**src/rtl/fetch_pkg.sv**
```systemverilog
// Shared widths, the NOP encoding and the buffered {pc, inst} entry type
// used by the fetch unit and its instruction buffer.
package fetch_pkg;
  localparam int XLEN = 64;
  localparam int ILEN = 32;
  localparam logic [ILEN-1:0] NOP_INST = 32'h0000_0013;

  typedef struct packed {
    logic [XLEN-1:0] pc;
    logic [ILEN-1:0] inst;
  } fetch_entry_t;

  localparam int ENTRY_W = $bits(fetch_entry_t);
endpackage

```
**src/rtl/fetch_fifo.sv**
```systemverilog
// Synchronous FIFO with a combinational head, same-cycle push/pop at any
// occupancy, and a flush input that wins over push and pop.
module fetch_fifo #(
  parameter int DEPTH = 2,
  parameter int WIDTH = 96,
  localparam int PW = (DEPTH > 1) ? $clog2(DEPTH) : 1,
  localparam int CW = $clog2(DEPTH + 1)
) (
  input  logic             clk,
  input  logic             arst,
  input  logic             i_push,
  input  logic             i_pop,
  input  logic             i_clear,
  input  logic [WIDTH-1:0] i_wdata,
  output logic [WIDTH-1:0] o_rdata,
  output logic             o_full,
  output logic             o_empty,
  output logic [CW-1:0]    o_count
);
  logic [WIDTH-1:0] r_mem [DEPTH];
  logic [PW-1:0]    r_wr_ptr;
  logic [PW-1:0]    r_rd_ptr;
  logic [CW-1:0]    r_count;
  logic             w_do_push;
  logic             w_do_pop;

  function automatic logic [PW-1:0] ptr_inc(input logic [PW-1:0] p);
    return (p == PW'(DEPTH - 1)) ? '0 : p + PW'(1);
  endfunction

  assign o_empty = (r_count == '0);
  assign o_full  = (r_count == CW'(DEPTH));
  assign o_count = r_count;
  assign o_rdata = r_mem[r_rd_ptr];

  assign w_do_pop  = i_pop && !o_empty;
  // A pop frees its slot on the same edge, so a push while full is still legal.
  assign w_do_push = i_push && (!o_full || w_do_pop);

  always_ff @(posedge clk or posedge arst) begin
    if (arst) begin
      r_wr_ptr <= '0;
      r_rd_ptr <= '0;
      r_count  <= '0;
    end else if (i_clear) begin
      r_wr_ptr <= '0;
      r_rd_ptr <= '0;
      r_count  <= '0;
    end else begin
      if (w_do_push) r_wr_ptr <= ptr_inc(r_wr_ptr);
      if (w_do_pop)  r_rd_ptr <= ptr_inc(r_rd_ptr);
      r_count <= r_count + CW'(w_do_push) - CW'(w_do_pop);
    end
  end

  always_ff @(posedge clk) begin
    if (w_do_push && !i_clear) r_mem[r_wr_ptr] <= i_wdata;
  end
endmodule

```
**src/rtl/fetch_unit.sv**
```systemverilog
// Instruction fetch front end: credit-limited request issue, in-order pairing
// of responses with their PCs, flush/drop on redirect, buffered IF/ID output.
module fetch_unit
  import fetch_pkg::*;
#(
  parameter logic [XLEN-1:0] RESET_PC   = 64'h0,
  parameter int              FIFO_DEPTH = 2
) (
  input  logic            clk,
  input  logic            arst,
  output logic            imem_req,
  output logic [XLEN-1:0] imem_addr,
  input  logic            imem_gnt,
  input  logic            imem_rvalid,
  input  logic [ILEN-1:0] imem_rdata,
  input  logic            redirect,
  input  logic [XLEN-1:0] redirect_pc,
  input  logic            stall,
  output logic            out_valid,
  output logic [ILEN-1:0] out_inst,
  output logic [XLEN-1:0] out_pc
);
  localparam int CW = $clog2(FIFO_DEPTH + 1);
  localparam int PW = (FIFO_DEPTH > 1) ? $clog2(FIFO_DEPTH) : 1;

  logic [XLEN-1:0]    r_pc;
  logic [CW-1:0]      r_outst;
  logic [CW-1:0]      r_drop;
  logic [XLEN-1:0]    r_pend_pc [FIFO_DEPTH];
  logic [PW-1:0]      r_pend_wr;
  logic [PW-1:0]      r_pend_rd;

  logic               w_grant;
  logic               w_rsp;
  logic               w_rsp_keep;
  logic               w_credit;
  logic               w_full;
  logic               w_empty;
  logic               w_pop;
  logic [CW-1:0]      w_count;
  logic [ENTRY_W-1:0] w_head_bits;
  fetch_entry_t       w_push_entry;
  fetch_entry_t       w_head;

  function automatic logic [PW-1:0] ptr_inc(input logic [PW-1:0] p);
    return (p == PW'(FIFO_DEPTH - 1)) ? '0 : p + PW'(1);
  endfunction

  // Dropped responses stay in r_outst, so they keep consuming credit.
  assign w_credit   = !w_full && ((32'(r_outst) + 32'(w_count)) < 32'(FIFO_DEPTH));
  assign imem_req   = !arst && !redirect && w_credit;
  assign imem_addr  = r_pc;
  assign w_grant    = imem_req && imem_gnt;
  // A response with nothing outstanding belongs to a request abandoned by reset.
  assign w_rsp      = imem_rvalid && (r_outst != '0);
  assign w_rsp_keep = w_rsp && (r_drop == '0) && !redirect;

  always_ff @(posedge clk or posedge arst) begin
    if (arst) begin
      r_pc      <= RESET_PC;
      r_outst   <= '0;
      r_drop    <= '0;
      r_pend_wr <= '0;
      r_pend_rd <= '0;
    end else if (redirect) begin
      r_pc      <= {redirect_pc[XLEN-1:2], 2'b00};
      r_outst   <= r_outst - CW'(w_rsp);
      r_drop    <= r_outst - CW'(w_rsp);
      r_pend_wr <= '0;
      r_pend_rd <= '0;
    end else begin
      if (w_grant) begin
        r_pc      <= r_pc + 64'd4;
        r_pend_wr <= ptr_inc(r_pend_wr);
      end
      if (w_rsp_keep) r_pend_rd <= ptr_inc(r_pend_rd);
      if (w_rsp && (r_drop != '0)) r_drop <= r_drop - CW'(1);
      r_outst <= r_outst + CW'(w_grant) - CW'(w_rsp);
    end
  end

  always_ff @(posedge clk) begin
    if (w_grant) r_pend_pc[r_pend_wr] <= r_pc;
  end

  assign w_push_entry = '{pc: r_pend_pc[r_pend_rd], inst: imem_rdata};
  assign w_pop        = out_valid && !stall;

  fetch_fifo #(
    .DEPTH (FIFO_DEPTH),
    .WIDTH (ENTRY_W)
  ) u_fifo (
    .clk     (clk),
    .arst    (arst),
    .i_push  (w_rsp_keep),
    .i_pop   (w_pop),
    .i_clear (redirect),
    .i_wdata (w_push_entry),
    .o_rdata (w_head_bits),
    .o_full  (w_full),
    .o_empty (w_empty),
    .o_count (w_count)
  );

  assign w_head    = fetch_entry_t'(w_head_bits);
  assign out_valid = !w_empty && !redirect;
  assign out_inst  = out_valid ? w_head.inst : NOP_INST;
  assign out_pc    = out_valid ? w_head.pc : '0;
endmodule

```
**config.mk**
```make
export PLATFORM = sky130hd
export DESIGN_NAME = fetch_unit
export DESIGN_NICKNAME = d
export VERILOG_FILES = /design/src/rtl/fetch_pkg.sv /design/src/rtl/fetch_fifo.sv /design/src/rtl/fetch_unit.sv
export SDC_FILE = /design/constraint.sdc
export NUM_CORES = 1
export LEC_CHECK = 0
export CORE_MARGIN = 5
export CORE_UTILIZATION = 30
export CTS_CLUSTER_DIAMETER = 120
export DETAILED_ROUTE_END_ITERATION = 12
export GPL_TIMING_DRIVEN = 1
export PLACE_DENSITY = 0.58
export REMOVE_ABC_BUFFERS = 1
export SYNTH_ARGS = -nofsm -noshare
export SYNTH_HDL_FRONTEND = slang
export SYNTH_SLANG_ARGS = --single-unit
```
**constraint.sdc**
```tcl
create_clock -name clk -period 16.6 [get_ports clk]
set_clock_uncertainty 0.05 [all_clocks]
set_input_delay 2.49 -clock clk [delete_from_list [all_inputs] [get_ports clk]]
set_output_delay 2.49 -clock clk [all_outputs]
set_load 0.02 [all_outputs]
```
; ---- Yosys cells after proc, flatten, opt, wreduce, memory -nomap -nowiden
; Memory sizes are Yosys's and may differ from the RTL's.
; Cells that the tools add are included.
[word_totals]
word_cells = 76
ramBits = 320
mem_count = 2
out_inout_bits = 162
in_bits = 102
register_bits = 74
[classes]
magnitude_cmp = 1
n_addsub = 12
n_reduce_logical = 28
n_eq_ne = 1
n_mux = 24
[memory_table]
columns = name, words, word_bits, rd, rd_clocked_by_memory_dff, write_ports, line
row1 = u_fifo.r_mem, 2, 96, 1, 0, 1, fetch_fifo.sv:20  ; logic [WIDTH-1:0] r_mem [DEPTH];
row2 = r_pend_pc, 2, 64, 1, 0, 1, fetch_unit.sv:29  ; logic [XLEN-1:0] r_pend_pc [FIFO_DEPTH];
[ops]
columns = cell, n
row1 = $mux 64, 3
row2 = $add 64x3->64 const B, 1
row3 = $mux 32, 1
row4 = $mux 1, 16
row5 = $reduce_bool 2->1, 7
row6 = $logic_and 1x1->1, 13
row7 = $mux 2, 4
row8 = $sub 2x1->2, 3
row9 = $logic_not 1->1, 5
row10 = $add 1x1->1 const B, 4
row11 = $add 2x1->2, 2
row12 = $logic_not 2->1, 2
row13 = $add 2x2->3, 1
row14 = $lt 3x2->1 const B, 1
row15 = $eq 2x2->1 const B, 1
row16 = $sub 2x1->2 const B, 1
row17 = $logic_or 1x1->1, 1

; ---- Logic depth before layout (Yosys ltp)
[depth]
depth_word = 10
depth_mapped = 15
ltp_nobuf = 12

; ---- Modules after synthesis
; A second synthesis with hierarchy kept.
[unflattened]
hier_cells = 1105
area_unflattened_um2 = 16366.9
[by_module_without_submodules]
columns = module, n_inst, area_per_inst_um2, cells_per_inst
row1 = fetch_unit, 1, 9176.3, 776
row2 = fetch_fifo, 1, 7190.6, 329

; ---- Worst setup path after synthesis
; Ideal clock, no wire load.
[synth_timing]
path_type = input-to-reg
start = input imem_rvalid
end = memory u_fifo.r_mem[0][0] (enable)
t_required_ps = 15991
slack_ps = 8712
arrival_time_ps = 7279
setup_time_ps = 559
stages = 4
path_cell_list = o21a_1 nand2_1 a311oi_1 nor2b_1
[synth_via]
elab_chain_cells = 7
[synth_lines]
columns = item, line
row1 = start: declaration, fetch_unit.sv:14  ; input logic imem_rvalid,
row2 = $logic_and 1x1->1, fetch_unit.sv:55  ; assign w_rsp = imem_rvalid && (r_outst != '0);
row3 = $logic_and 1x1->1 (2 in a row), fetch_unit.sv:56  ; assign w_rsp_keep = w_rsp && (r_drop == '0) && !redirect;
row4 = $logic_and 1x1->1, fetch_fifo.sv:38  ; assign w_do_push = i_push && (!o_full || w_do_pop);
row5 = $logic_and 1x1->1, fetch_fifo.sv:57  ; if (w_do_push && !i_clear) r_mem[r_wr_ptr] <= i_wdata;
row6 = $mux 1, fetch_fifo.sv:57
row7 = $mux 1 (not written as such), fetch_fifo.sv:57
row8 = end: declaration, fetch_fifo.sv:20
; Every way passes these cells.

; ---- Worst setup path after layout
[layout_timing]
start = input redirect
end = output out_inst[4]
[layout_via]
elab_chain_cells = 3
[layout_lines]
columns = item, line
row1 = start: declaration, fetch_unit.sv:16  ; input logic redirect,
row2 = $logic_not 1->1, fetch_unit.sv:106  ; assign out_valid = !w_empty && !redirect;
row3 = $logic_and 1x1->1, fetch_unit.sv:106
row4 = $mux 32, fetch_unit.sv:107  ; assign out_inst = out_valid ? w_head.inst : NOP_INST;
row5 = end: declaration, fetch_unit.sv:20  ; output logic [ILEN-1:0] out_inst,
; Every way passes these cells.

==> run summary <==
die extent in y - 243 um
register share of total power - 45.9%
Post-CTS Setup Inserts - 0
Mapped Avg Cell Area - 14.0 um2
slew margin rel. - 7.59%
final weighted congestion in routability-driven placement - 0.757
Post-DRT Antenna Nets - 0
total wire length - 46.0 mm
Slew @ Worst Pin - 1370 ps
routed len/inst - 21.3 um
vias in the first global route - 11200
DPL Wire Length - 29.6 mm
worst setup path class - in2out
synth cell count leaders - edfxtp_1 (312), nor2_1 (126), mux2i_1 (101)
number of port buffers - 257
sequential element share of the synthesized area - 68.4%
classification of the worst-slack hold path - reg2reg
fraction of power spent switching nets - 28.1%
vias per std cell - 4.96
cell at the root of the clock tree - clkbuf_16
top-level I/O count - 264
total track usage - 15.0%
first-pass iteration count of the detailed router - 7
number of register bits inferred by synthesis - 384
crit-path max FO - 56
Max H-tree Level - 2
clock tree from TritonCTS - built
Horiz. Die Dim - 243 um
area inside the core boundary - 53800 um2
clock period minus worst slack - 7620 ps
crit end category - output pin
cell internal power dissipation - 0.00198 W
worst hold start - r_pend_pc[1][56]
worst hold slack - 510 ps
number of enable-type register cells in the synthesized netlist - 312
CTS Hold Bufs - 0
Clock Pin Slew Worst Setup and Hold Paths - 60 ps
cell area after synthesis - 16300 um2
portion of synthesized cell area occupied by the leading cell type - 57.4%
type of origin of the critical path - input pin
final-report setup violation count - 0
final clock period utilization by the worst path - 45.9%
Gates resized, CTS repair - 0
fraction of power consumed by the clock network - 36.0%
number of remaining DRC errors - 0
maximum number of pins on one net before global-route repair - 90
area of the die - 59200 um2
placement row count - 85
Net count, final - 1538
number of different library cells in the post-synthesis netlist - 65
final count of hold timing violations - 0
most numerous cell in the Yosys netlist - edfxtp_1
library cell with the largest summed area after synthesis - edfxtp_1
global route overflow - 0
WP data required - 14060 ps
number of clock buffers inserted by TritonCTS - 44
Max Freq - 131 MHz
Syn-to-layout area delta - 29.8%
Peak VDD IR - 0.0607 mV
Yosys warnings - 0
leakage power total - 7.02 nW
total negative slack - 0 ps
Bufs on Longest Clock Path - 3
count of final max-slew check failures - 0
number of instances in the synthesized netlist - 1163
Top FF cell, synth - edfxtp_1
arrival time worst endpoint - 5080 ps
cell types occupying the most area after synthesis - edfxtp_1 (57%), dfrtp_1 (11%), mux2i_1 (6.2%), mux2_2 (4.4%), nor2_1 (2.9%)
RSZ-0062 raised after global routing - no
effective utilization at floorplan - 30.3%
clk sinks - 384
FFs w/ async S/R, synth - 18.8%
first-pass GRT wire length - 69.0 mm
number of DRC markers in iteration 0 - 759
Clk Latency, worst-skew pair - 580 ps
max-cap violations - 0
start of the worst register-to-register path - u_fifo.o_count[0]
run status - completed
Net Sw Power - 0.000773 W
Gate power share - 18.2%
number of vias after detailed routing - 10700
pwr/cell area - 130 nW/um2
antenna violations before repair - 2
fraction of layout instances using a drive strength above 1 - 12.0%
crit path launch - redirect
## layout make-up
cell class	instances	area [um2]
multi-input cells	703	4880
flip-flops and latches	384	11200
repair buffers	273	2690
clock inverters	24	313
clock buffers	57	1160
fillers	5049	32600
diodes	1	2.50
inverters	22	83.8
well taps	696	871
## placed cells by master, fill, tap and decap left out, types with 29 or more instances in the layout
master,count
edfxtp_1,312
mux2i_1,101
nand3_1,49
nor2_1,125
nand4_1,29
clkbuf_16,44
dfrtp_1,70
mux2_2,64
nand2_1,90
clkdlybuf4s50_1,256
## through the flow
stage / utilization [%] / std cells / power (W) / cell area [um2] / setup slack (ps)
2_1_floorplan: - / 1109 / 0.00156 / 16100 / 7160
3_3_place_gp: 36.6 / 2078 / 0.00178 / 19700 / 9000
3_5_place_dp: 36.6 / 2078 / 0.00179 / 19700 / 8900
4_1_cts: 39.3 / 2159 / 0.00280 / 21200 / 8890
5_1_grt: 39.4 / 2160 / 0.00287 / 21200 / 8750
6_report: 39.4 / 2160 / 0.00275 / 21200 / 8980
## power groups by stage
| stage | sequential, W | clock, W | combinational (W) |
|---|---|---|---|
| finish | 0.00126 | 0.000989 | 0.000500 |
| global route | 0.00128 | 0.00105 | 0.000542 |
| CTS | 0.00126 | 0.00102 | 0.000511 |
| detailed placement | 0.00128 | 0 | 0.000508 |
| global placement | 0.00128 | 0 | 0.000500 |
| floorplan | 0.00128 | 0 | 0.000278 |
## worst paths after layout
path,depth (start not counted),slack (ps),endpoint
worst max-delay path,8,8980,out_inst[4]
worst max register to register,9,13200,imem_addr[30]
min in group asynchronous,3,2590,r_outst[0]
worst min-delay path,1,510,u_fifo.r_mem[1][88]
max in group asynchronous,3,13150,r_pend_rd
worst min register to register,1,510,u_fifo.r_mem[1][88]
## state kept, by name (all words and copies together), names as in the netlist
name             flops
u_fifo.r_mem       188
r_pend_pc          124
imem_addr           62
r_drop               2
r_outst              2
u_fifo.o_count       2
r_pend_rd            1
r_pend_wr            1
u_fifo.r_rd_ptr      1
u_fifo.r_wr_ptr      1
## cell families after synthesis
| family | Yosys count | share of synthesized area [%] |
|---|---|---|
| buffers and inverters | 79 | 1.96 |
| adders and majority gates | 8 | 0.659 |
| muxes | 165 | 10.6 |
| DFF | 384 | 68.4 |
| other | 1 | 0.0230 |
| AOI/OAI and AO/OA | 118 | 5.14 |
| xor gates and xnor gates | 13 | 0.698 |
| and+or+nand+nor | 395 | 12.5 |
## critical path, cell delays in order
cell             delay (ps)
buf_4                   130
inv_1                    40
buf_4                   260
o21ai_4                 440
buf_4                   740
inv_1                   190
nand2_1                 100
clkdlybuf4s50_1         610
## layer usage
layer  up-vias  track usage (%)  part of all wire, %
met5         -                0                0.028
met4         2             5.01                  3.0
met3        96             3.15                  5.4
met2       317             25.2                   49
met1      5352             19.5                   43
li1       4951                -                    -
Power figures use the tool's default switching activity.
